$ cat src/rtl/seq_detect_pkg.sv
// Shared encodings for the round-robin scheduler and its bit-serial detector core.
package seq_detect_pkg;

  typedef enum logic [1:0] {
    S0 = 2'b00,
    S1 = 2'b01,
    S2 = 2'b10,
    S3 = 2'b11
  } det_state_t;

  typedef enum logic [1:0] {
    IDLE,
    SHIFT,
    RESP
  } sched_state_t;

  function automatic det_state_t det_next(det_state_t s, logic c);
    case (s)
      S0:      return c ? S1 : S0;
      S1:      return c ? S1 : S3;
      S2:      return c ? S2 : S0;
      default: return c ? S2 : S3;
    endcase
  endfunction

endpackage

$ cat src/rtl/seq_detect_core.sv
// Bit-serial sequence detector; Mealy output y is high when both the current
// and the next state sit in the upper half (S2/S3).
module seq_detect_core
  import seq_detect_pkg::*;
(
  input  logic clk,
  input  logic rst,
  input  logic clr,
  input  logic en,
  input  logic c,
  output logic y
);

  det_state_t state, nxt;

  always_comb begin
    nxt = det_next(state, c);
    y   = state[1] & nxt[1];
  end

  always_ff @(posedge clk or posedge rst) begin
    if (rst)      state <= S0;
    else if (clr) state <= S0;
    else if (en)  state <= nxt;
  end

endmodule

$ cat src/rtl/seq_detect_scheduler.sv
// Round-robin front end that feeds one requester word at a time, LSB first,
// through the shared detector core and returns the hit count with the id.
module seq_detect_scheduler
  import seq_detect_pkg::*;
#(
  parameter  int N_REQ  = 4,
  parameter  int WORD_W = 8,
  localparam int ID_W   = $clog2(N_REQ),
  localparam int CNT_W  = $clog2(WORD_W + 1)
) (
  input  logic                    clk,
  input  logic                    rst,
  input  logic [N_REQ-1:0]        req_valid,
  input  logic [N_REQ*WORD_W-1:0] req_data,
  output logic [N_REQ-1:0]        req_ready,
  output logic                    resp_valid,
  output logic [ID_W-1:0]         resp_id,
  output logic [CNT_W-1:0]        resp_hits,
  input  logic                    resp_ready
);

  localparam int             BIT_W = $clog2(WORD_W);
  localparam int             IW1   = ID_W + 1;
  localparam logic [IW1-1:0] N_EXT = IW1'(N_REQ);
  localparam logic [BIT_W-1:0] LAST = BIT_W'(WORD_W - 1);

  sched_state_t       state;
  logic [ID_W-1:0]    ptr;
  logic [WORD_W-1:0]  shreg;
  logic [BIT_W-1:0]   bit_idx;
  logic [CNT_W-1:0]   hits;
  logic               y;

  logic               found;
  logic [ID_W-1:0]    win;
  logic [IW1-1:0]     cand;
  logic               transfer;
  logic [WORD_W-1:0]  win_data;

  // Search ptr+1, ptr+2, ... wrapping once; ptr+k never exceeds 2*N_REQ-1.
  always_comb begin
    found = 1'b0;
    win   = '0;
    cand  = '0;
    for (int k = 1; k <= N_REQ; k++) begin
      cand = {1'b0, ptr} + IW1'(k);
      if (cand >= N_EXT) cand = cand - N_EXT;
      if (!found && req_valid[cand[ID_W-1:0]]) begin
        found = 1'b1;
        win   = cand[ID_W-1:0];
      end
    end
  end

  assign transfer = (state == IDLE) && found;
  assign win_data = req_data[int'(win)*WORD_W +: WORD_W];

  always_comb begin
    req_ready = '0;
    if (transfer) req_ready[win] = 1'b1;
  end

  seq_detect_core u_core (
    .clk (clk),
    .rst (rst),
    .clr (transfer),
    .en  (state == SHIFT),
    .c   (shreg[0]),
    .y   (y)
  );

  always_ff @(posedge clk or posedge rst) begin
    if (rst) begin
      state      <= IDLE;
      ptr        <= ID_W'(N_REQ - 1);
      shreg      <= '0;
      bit_idx    <= '0;
      hits       <= '0;
      resp_valid <= 1'b0;
      resp_id    <= '0;
      resp_hits  <= '0;
    end else begin
      case (state)
        IDLE: if (found) begin
          shreg   <= win_data;
          resp_id <= win;
          ptr     <= win;
          hits    <= '0;
          bit_idx <= '0;
          state   <= SHIFT;
        end
        SHIFT: begin
          shreg   <= shreg >> 1;
          hits    <= hits + CNT_W'(y);
          bit_idx <= bit_idx + 1'b1;
          // Last bit's hit is folded in here so the response is complete on entry to RESP.
          if (bit_idx == LAST) begin
            resp_hits  <= hits + CNT_W'(y);
            resp_valid <= 1'b1;
            state      <= RESP;
          end
        end
        RESP: if (resp_ready) begin
          resp_valid <= 1'b0;
          state      <= IDLE;
        end
        default: state <= IDLE;
      endcase
    end
  end

endmodule

$ cat config.mk
export PLATFORM = sky130hd
export DESIGN_NAME = seq_detect_scheduler
export DESIGN_NICKNAME = d
export VERILOG_FILES = /design/src/rtl/seq_detect_pkg.sv /design/src/rtl/seq_detect_core.sv /design/src/rtl/seq_detect_scheduler.sv
export SDC_FILE = /design/constraint.sdc
export NUM_CORES = 1
export LEC_CHECK = 0
export ABC_CLOCK_PERIOD_IN_PS = 5290
export BUFFER_PORTS_ARGS = -buffer_cell sky130_fd_sc_hd__clkbuf_2
export CORE_MARGIN = 2
export CORE_UTILIZATION = 57
export CTS_BUF_LIST = sky130_fd_sc_hd__clkbuf_8
export CTS_CLUSTER_DIAMETER = 40
export DETAILED_ROUTE_END_ITERATION = 7
export HOLD_SLACK_MARGIN = 0.05
export PLACE_DENSITY = 0.95
export SYNTH_ARGS = -nofsm -noshare
export SYNTH_HDL_FRONTEND = slang
export SYNTH_SLANG_ARGS = --single-unit
export TNS_END_PERCENT = 5
$ cat constraint.sdc
create_clock -name clk -period 5.29 [get_ports clk]
set_input_delay 0.2645 -clock clk [delete_from_list [all_inputs] [get_ports clk]]
set_output_delay 0.2645 -clock clk [all_outputs]
set_load 0.02 [all_outputs]
* Word level (Yosys, flattened, before mapping)
Index checks and enable logic that the tools add are counted.
** Storage, ports and cells
- Flip-flop bits (word level) :: 28
- Logic and storage cells :: 100
** Cells by class
- Add/subtract/negate cells :: 10
- $lt $le $gt $ge :: 10
- Equal/unequal tests :: 8
- Shifts and indexed selects :: 1
- Muxes and demuxes :: 43
- Bitwise gates (word level) :: 1
- Reductions and logical operators :: 18
** Operators with widths (count)
- $shiftx 32x6->8 :: 1
- $mux 2 :: 15
- $pmux 8 s2 :: 1
- $lt 2x3->1 const B :: 5
- $mux 1 :: 13
- $ge 3x3->1 const B :: 4
- $pmux 2 s3 :: 2
- $bmux 1 s2 :: 4
- $mux 4 :: 2
- $mux 8 :: 1
- $pmux 4 s2 :: 1
- $sub 2x1->2 const B :: 4
- $add 2x2->3 const B :: 2
- $ne 2x2->1 const B :: 3
- $pmux 3 s2 :: 1
- $reduce_and 2->1 :: 3
- $reduce_and 3->1 :: 2
- $reduce_bool 2->1 :: 3
- $logic_and 1x1->1 :: 5
- $add 4x1->4 :: 1
- $eq 2x1->1 const B :: 2
- $eq 2x2->1 const B :: 2
- $logic_not 2->1 :: 2
- $add 2x1->3 const B :: 1
- 9 further kinds :: 11

* Logic depth before layout (Yosys ltp)
- Depth in word-level cells :: 20
- Depth in mapped cells :: 6
- Depth with buffers taken out :: 6

* Hierarchy
Synthesis repeated with hierarchy kept, for this count alone.
** Second synthesis, totals
- Cells, all modules :: 157
- Area total of the unflattened synthesis :: 1532.7 µm²
** By module, submodules not included
- seq_detect_scheduler :: times used 1, cells an instance 147, area each 1427.6 µm², seq. area each 653.1 µm²
- seq_detect_core :: times used 1, cells an instance 10, area each 105.1 µm², seq. area each 50.0 µm²

* Least setup slack after synthesis
OpenSTA, ideal clock, no wires.
- Path kind :: reg-to-reg
- Start :: register ptr[0]
- End :: register shreg[0]
- Data arrival time :: 1753 ps
- Data required time :: 5204 ps
- Setup slack :: 3451 ps
- Cell stages (with the launch flop) :: 7
- Clock period less this slack :: 1839 ps
- Cell sequence :: dfstp_2 nand2b_2 o21ai_1 a211oi_2 buf_6 mux2_2 a32oi_2
** On the way
- Longest elaborated chain between the ends :: 18
- Elaborated cells between the ends (all ways) :: 43
- Classes of those cells :: add/sub: 8; order compare: 4; eq/ne: 1; shift: 1; mux: 22; reduce/logical: 7
** RTL lines
- start, declared :: line seq_detect_scheduler.sv:28 : logic [ID_W-1:0] ptr;
- start signal, assigned :: line seq_detect_scheduler.sv:75 : ptr <= ID_W'(N_REQ - 1);
- start signal, assigned :: line seq_detect_scheduler.sv:87 : ptr <= win;
- $add 2x1->3 :: line seq_detect_scheduler.sv:46 : cand = {1'b0, ptr} + IW1'(k);
- $ge 3x3->1 or $sub 2x1->2 (tied branches) :: line seq_detect_scheduler.sv:47 : if (cand >= N_EXT) cand = cand - N_EXT;
- $mux 2 :: line seq_detect_scheduler.sv:47
- $bmux 1 s2 :: line seq_detect_scheduler.sv:48 : if (!found && req_valid[cand[ID_W-1:0]]) begin
- $mux 1 (implied by the code) :: line seq_detect_scheduler.sv:48
- $mux 1 :: line seq_detect_scheduler.sv:48
- $logic_not 1->1 :: line seq_detect_scheduler.sv:48
- $logic_and 1x1->1 :: line seq_detect_scheduler.sv:48
- [2 not listed]
- $logic_and 1x1->1 :: line seq_detect_scheduler.sv:48
- $mux 1 :: line seq_detect_scheduler.sv:48
- $logic_not 1->1 :: line seq_detect_scheduler.sv:48
- $logic_and 1x1->1 :: line seq_detect_scheduler.sv:48
- $mux 2 :: line seq_detect_scheduler.sv:48
- $shiftx 32x6->8 :: line seq_detect_scheduler.sv:56 : assign win_data = req_data[int'(win)*WORD_W +: WORD_W];
- $mux 8 :: line seq_detect_scheduler.sv:84 : IDLE: if (found) begin
- $pmux 8 s2 :: line seq_detect_scheduler.sv:83 : case (state)
- end signal, assigned :: line seq_detect_scheduler.sv:85 : shreg <= win_data;
- end signal, assigned :: line seq_detect_scheduler.sv:93 : shreg <= shreg >> 1;
- end, declared :: line seq_detect_scheduler.sv:29 : logic [WORD_W-1:0] shreg;
Parallel ways exist; a longest one is shown, timed or not. The select of a mux whose other input is x is not followed.
A chain may end at the register's enable or synchronous reset.

* Final worst setup path
- Start :: register ptr[1]
- End :: output port req_ready[3]
** On the way
- Longest elaborated chain between the ends :: 20
- Elaborated cells between the ends (all ways) :: 45
- Classes of those cells :: add/sub: 8; order compare: 6; mux: 23; reduce/logical: 8
** RTL lines
- $add 2x1->3 :: line seq_detect_scheduler.sv:46
- $ge 3x3->1 or $sub 2x1->2 (tied branches) :: line seq_detect_scheduler.sv:47
- $mux 2 :: line seq_detect_scheduler.sv:47
- $bmux 1 s2 :: line seq_detect_scheduler.sv:48
- $mux 1 (implied by the code) :: line seq_detect_scheduler.sv:48
- $mux 1 :: line seq_detect_scheduler.sv:48
- $logic_not 1->1 :: line seq_detect_scheduler.sv:48
- $logic_and 1x1->1 :: line seq_detect_scheduler.sv:48
- [4 not listed]
- $logic_not 1->1 :: line seq_detect_scheduler.sv:48
- $logic_and 1x1->1 :: line seq_detect_scheduler.sv:48
- $mux 2 :: line seq_detect_scheduler.sv:48
- $lt 2x3->1 (implied by the code) or $ge 2x1->1 (tied branches) :: line seq_detect_scheduler.sv:60 : if (transfer) req_ready[win] = 1'b1;
- $logic_and 1x1->1 (implied by the code) :: line seq_detect_scheduler.sv:60
- $mux 1 (implied by the code) :: line seq_detect_scheduler.sv:60
- $demux 1 s2 :: line seq_detect_scheduler.sv:60
- $mux 4 (*) :: line seq_detect_scheduler.sv:60
- end, declared :: line seq_detect_scheduler.sv:15 : output logic [N_REQ-1:0] req_ready,
Every way passes the cells marked *; elsewhere a longest branch is shown, timed or not. The select of a mux whose other input is x is not followed.

==> tab_implementation.tex <==
\begin{tabular}{lr}
\hline
Metric & Value \\
\hline
\multicolumn{2}{l}{\textbf{Status}} \\
\quad Status & completed \\
\multicolumn{2}{l}{\textbf{GRT}} \\
\quad Number of global-route vias before repair & 1422 \\
\quad Met3 track demand over resource & around 4\% \\
\quad Number of antenna violations at the first check in global routing & 0 \\
\quad Met1 Resource Use GR & between 30\% and 40\% \\
\quad Final global-route overflow total & 0 \\
\quad First-pass GRT wire length & 6220 um \\
\quad Met2 Usage GRT & about two fifths \\
\quad Maximum number of pins on one net before global-route repair & 29 \\
\quad Overall track demand over capacity in global routing & between 20 and 25\% \\
\quad Most crowded layer after global routing & met2 \\
\multicolumn{2}{l}{\textbf{CTS}} \\
\quad Sinks on Clock Net & 28 \\
\quad Number of buffers on the longest clock path & 2 \\
\quad Resized cells post-CTS & 0 \\
\quad Clock transition at path regs & about 0.10 ns \\
\quad Number of clock buffers inserted by TritonCTS & 3 \\
\quad Clock tree from TritonCTS & done \\
\quad Root Buffer & sky130\_fd\_sc\_hd\_\_clkbuf\_8 \\
\quad Count of hold-fix buffers inserted at cts & 0 \\
\quad Worst-Skew Late Latency & 0.28 ns \\
\quad H-tree Lvls & 1 \\
\quad Number of post-CTS setup repair buffers & 0 \\
\multicolumn{2}{l}{\textbf{Drt}} \\
\quad Antenna-violating nets left & 0 \\
\quad Avg Vias per Cell & 5.98 \\
\quad Sum of routed wire length over all layers & between 3000 and 4000 um \\
\quad Average wire per cell in the routed design & 15.3 um \\
\quad Number of iterations in the first detailed-routing pass & 4 \\
\quad Vias after detailed routing & 1484 \\
\quad Iteration-0 DRC Markers & a little over 60 \\
\quad Post-route DRC & 0 \\
\multicolumn{2}{l}{\textbf{Critical path}} \\
\quad Worst setup path end & req\_ready[3] \\
\quad Origin of the worst setup path & ptr[1] \\
\quad Start-to-end type of the worst setup path & flop to output pin \\
\quad Reg2Reg Depth & 6 \\
\quad Worst reg2reg path endpoint & shreg[5] \\
\quad Crit-path max FO & 8 \\
\quad CP required & 5.03 ns \\
\quad Start of the worst register-to-register path & ptr[0] \\
\quad Endpoint type of the worst setup path & output pin \\
\quad Startpoint type of the worst setup path & flop \\
\quad CP Data Arrival Time & 2.07 ns \\
\quad Reg2Reg Setup Slack & 3.18 ns \\
\multicolumn{2}{l}{\textbf{Yosys}} \\
\quad Mapped Avg Cell Area & 9.76 um\^{}2 \\
\quad Cell area after technology mapping & 0.00164 mm\^{}2 \\
\quad Top flip-flop cell by instance count after synthesis & sky130\_fd\_sc\_hd\_\_dfrtp\_1 \\
\quad Fraction of registers with async set/reset & 100\% \\
\quad Net Count, Synth & 211 \\
\quad FF+latch count, synth & 28 \\
\quad Unique cell type count in the Yosys netlist & 38 \\
\quad Synthesized instance count & 168 \\
\quad Synth warn & 0 \\
\quad Sequential fraction of the synthesis area & 42.9\% \\
\quad EDFF count, synth & 0 \\
\multicolumn{2}{l}{\textbf{Layout}} \\
\quad Commonest non-fill, non-tap cells in the layout & 49 x sky130\_fd\_sc\_hd\_\_clkbuf\_2, 29 x sky130\_fd\_sc\_hd\_\_nand2\_1, 26 x sky130\_fd\_sc\_hd\_\_dfrtp\_1, 14 x sky130\_fd\_sc\_hd\_\_o21ai\_0, 13 x sky130\_fd\_sc\_hd\_\_mux2i\_1 \\
\quad Final design area excluding fillers & 0.00198 mm\^{}2 \\
\quad Layout area overhead & 20.7\% \\
\quad Layout cells sized above 1 & 32.7\% \\
\quad Final net count & $\sim$260 \\
\quad Final Non-Filler Cells & 248 \\
\quad Most frequent standard cell in the layout excluding fill and tap cells & sky130\_fd\_sc\_hd\_\_clkbuf\_2 \\
\quad Diodes inserted & 0 \\
\multicolumn{2}{l}{\textbf{Power}} \\
\quad Cell Pwr Density & around 550 mW/mm\^{}2 \\
\quad Power, Total & 1.10 mW \\
\quad Maximum resistive drop on vdd & 0.360 mV \\
\quad Static leakage & slightly below 1 nW \\
\multicolumn{2}{l}{\textbf{Timing}} \\
\quad Slew of the pin with the lowest slew margin & 1.02 ns \\
\quad Count of final hold-check violations & 0 \\
\quad Worst max-slew margin expressed relative to the limit & roughly a third \\
\quad Min cycle time layout & 2.34 ns \\
\quad Share of the clock period used by the worst path & around 44\% \\
\quad Worst-case hold slack & 0.196 ns \\
\quad Final Setup Violations & 0 \\
\quad Unrepaired setup endpoints after global routing & false \\
\quad Final Max Tran Viols & 0 \\
\quad Achievable frequency & 428 MHz \\
\quad Sum of negative setup slack & 0 ns \\
\quad Worst-case clock skew & just under 0.008 ns \\
\multicolumn{2}{l}{\textbf{Floorplan}} \\
\quad Number of top-level pins & 50 \\
\quad Die Span Y & 57.6 um \\
\quad Die area & 0.00332 mm\^{}2 \\
\quad Cell row count & 19 \\
\quad Die X & $\sim$58 um \\
\quad Initial Utilization & 60.0\% \\
\quad Placeable Area & between 0.002 and 0.003 mm\^{}2 \\
\multicolumn{2}{l}{\textbf{Run}} \\
\quad Max capacitance violation total & 0 \\
\multicolumn{2}{l}{\textbf{Placed design}} \\
\quad Post-Place Cell Area & 0.00191 mm\^{}2 \\
\quad Count of input and output buffers & 49 \\
\quad Detailed placement HPWL & 2730 um \\
\quad Post-Place Cells & 244 \\
\quad RePlAce Congestion & a little under 0.8 \\
\multicolumn{2}{l}{\textbf{Min path}} \\
\quad HP Class & input pin to asynchronous set/reset pin \\
\hline
\end{tabular}
[through the flow]
step	util (%)	setup WS (ns)
floorplan	-	3.45
global placement	69.8	3.31
detailed placement	69.8	3.22
CTS	72.4	2.96
global route	72.4	2.83
finish	72.4	2.95
[power breakdown]
group | internal [mW] | switching, mW
logic | 0.233 | 0.302
registers | 0.314 | 0.0792
clock network | 0.101 | 0.0679
[cells by family after synthesis]
kind of cell    count (synthesis)  share of synthesized area, %
xor+xnor                        2                          1.07
mux                            18                          11.4
buf+inv                        10                          2.97
compound gates                 45                          20.9
simple gates                   61                          17.8
fa+ha+maj                       4                          3.05
flops                          28                          42.9
[worst max-delay path, stage by stage, from the launching register on]
cell	delay (ns)
sky130_fd_sc_hd__dfstp_2	0.64
sky130_fd_sc_hd__nor3b_2	0.09
sky130_fd_sc_hd__a311oi_4	0.43
sky130_fd_sc_hd__nand2_1	0.29
sky130_fd_sc_hd__nor2_1	0.16
sky130_fd_sc_hd__clkbuf_2	0.18
[final cells by class]
type,count,area [um^2]
timing repair buffer,52,268
tap,31,38.8
sequential,28,703
clock inverter,1,30.0
multi-input combinational,130,888
clock buffer,3,41.3
fill,202,753
inverter,3,11.3
[sequential cells by signal (all words and copies together), names as in the netlist]
signal,flops
resp_id,2
resp_valid,1
shreg,8
state,2
bit_idx,3
resp_hits,4
hits,4
ptr,2
u_core.state,2
[how the worst min path moves through the flow]
stage	endpoint	slack (ns)
2_1_floorplan	bit_idx[0]	0.33
4_1_cts	shreg[5]	0.25
5_1_grt	state[1]	0.27
3_3_place_gp	resp_hits[3]	0.47
3_5_place_dp	resp_id[1]	0.48
6_report	shreg[5]	0.20
[per-layer routing]
metal / up-vias / part of all wire [%]
met4: 0 / 1.5
met5: - / 0
met1: 692 / 44
li1: 712 / -
met3: 8 / 5.8
met2: 72 / 49
[cells in the mapped netlist, types with 3 or more instances]
library cell,number,area share [%]
sky130_fd_sc_hd__inv_1,3,0.69
sky130_fd_sc_hd__clkbuf_1,3,0.69
sky130_fd_sc_hd__mux2i_1,13,7.9
sky130_fd_sc_hd__nand2_1,29,6.6
sky130_fd_sc_hd__a221oi_1,3,1.6
sky130_fd_sc_hd__ha_1,4,3.1
sky130_fd_sc_hd__and3_1,4,1.5
sky130_fd_sc_hd__mux2_2,5,3.4
sky130_fd_sc_hd__nor2_1,12,2.7
sky130_fd_sc_hd__a21oi_1,8,2.4
sky130_fd_sc_hd__nand2b_1,3,1.1
sky130_fd_sc_hd__o221ai_1,5,2.7
sky130_fd_sc_hd__a22o_1,4,2.1
sky130_fd_sc_hd__nand3b_1,4,1.8
sky130_fd_sc_hd__o21ai_0,14,4.3
sky130_fd_sc_hd__buf_2,3,0.92
sky130_fd_sc_hd__dfrtp_1,26,40
Power figures use the tool's default switching activity.
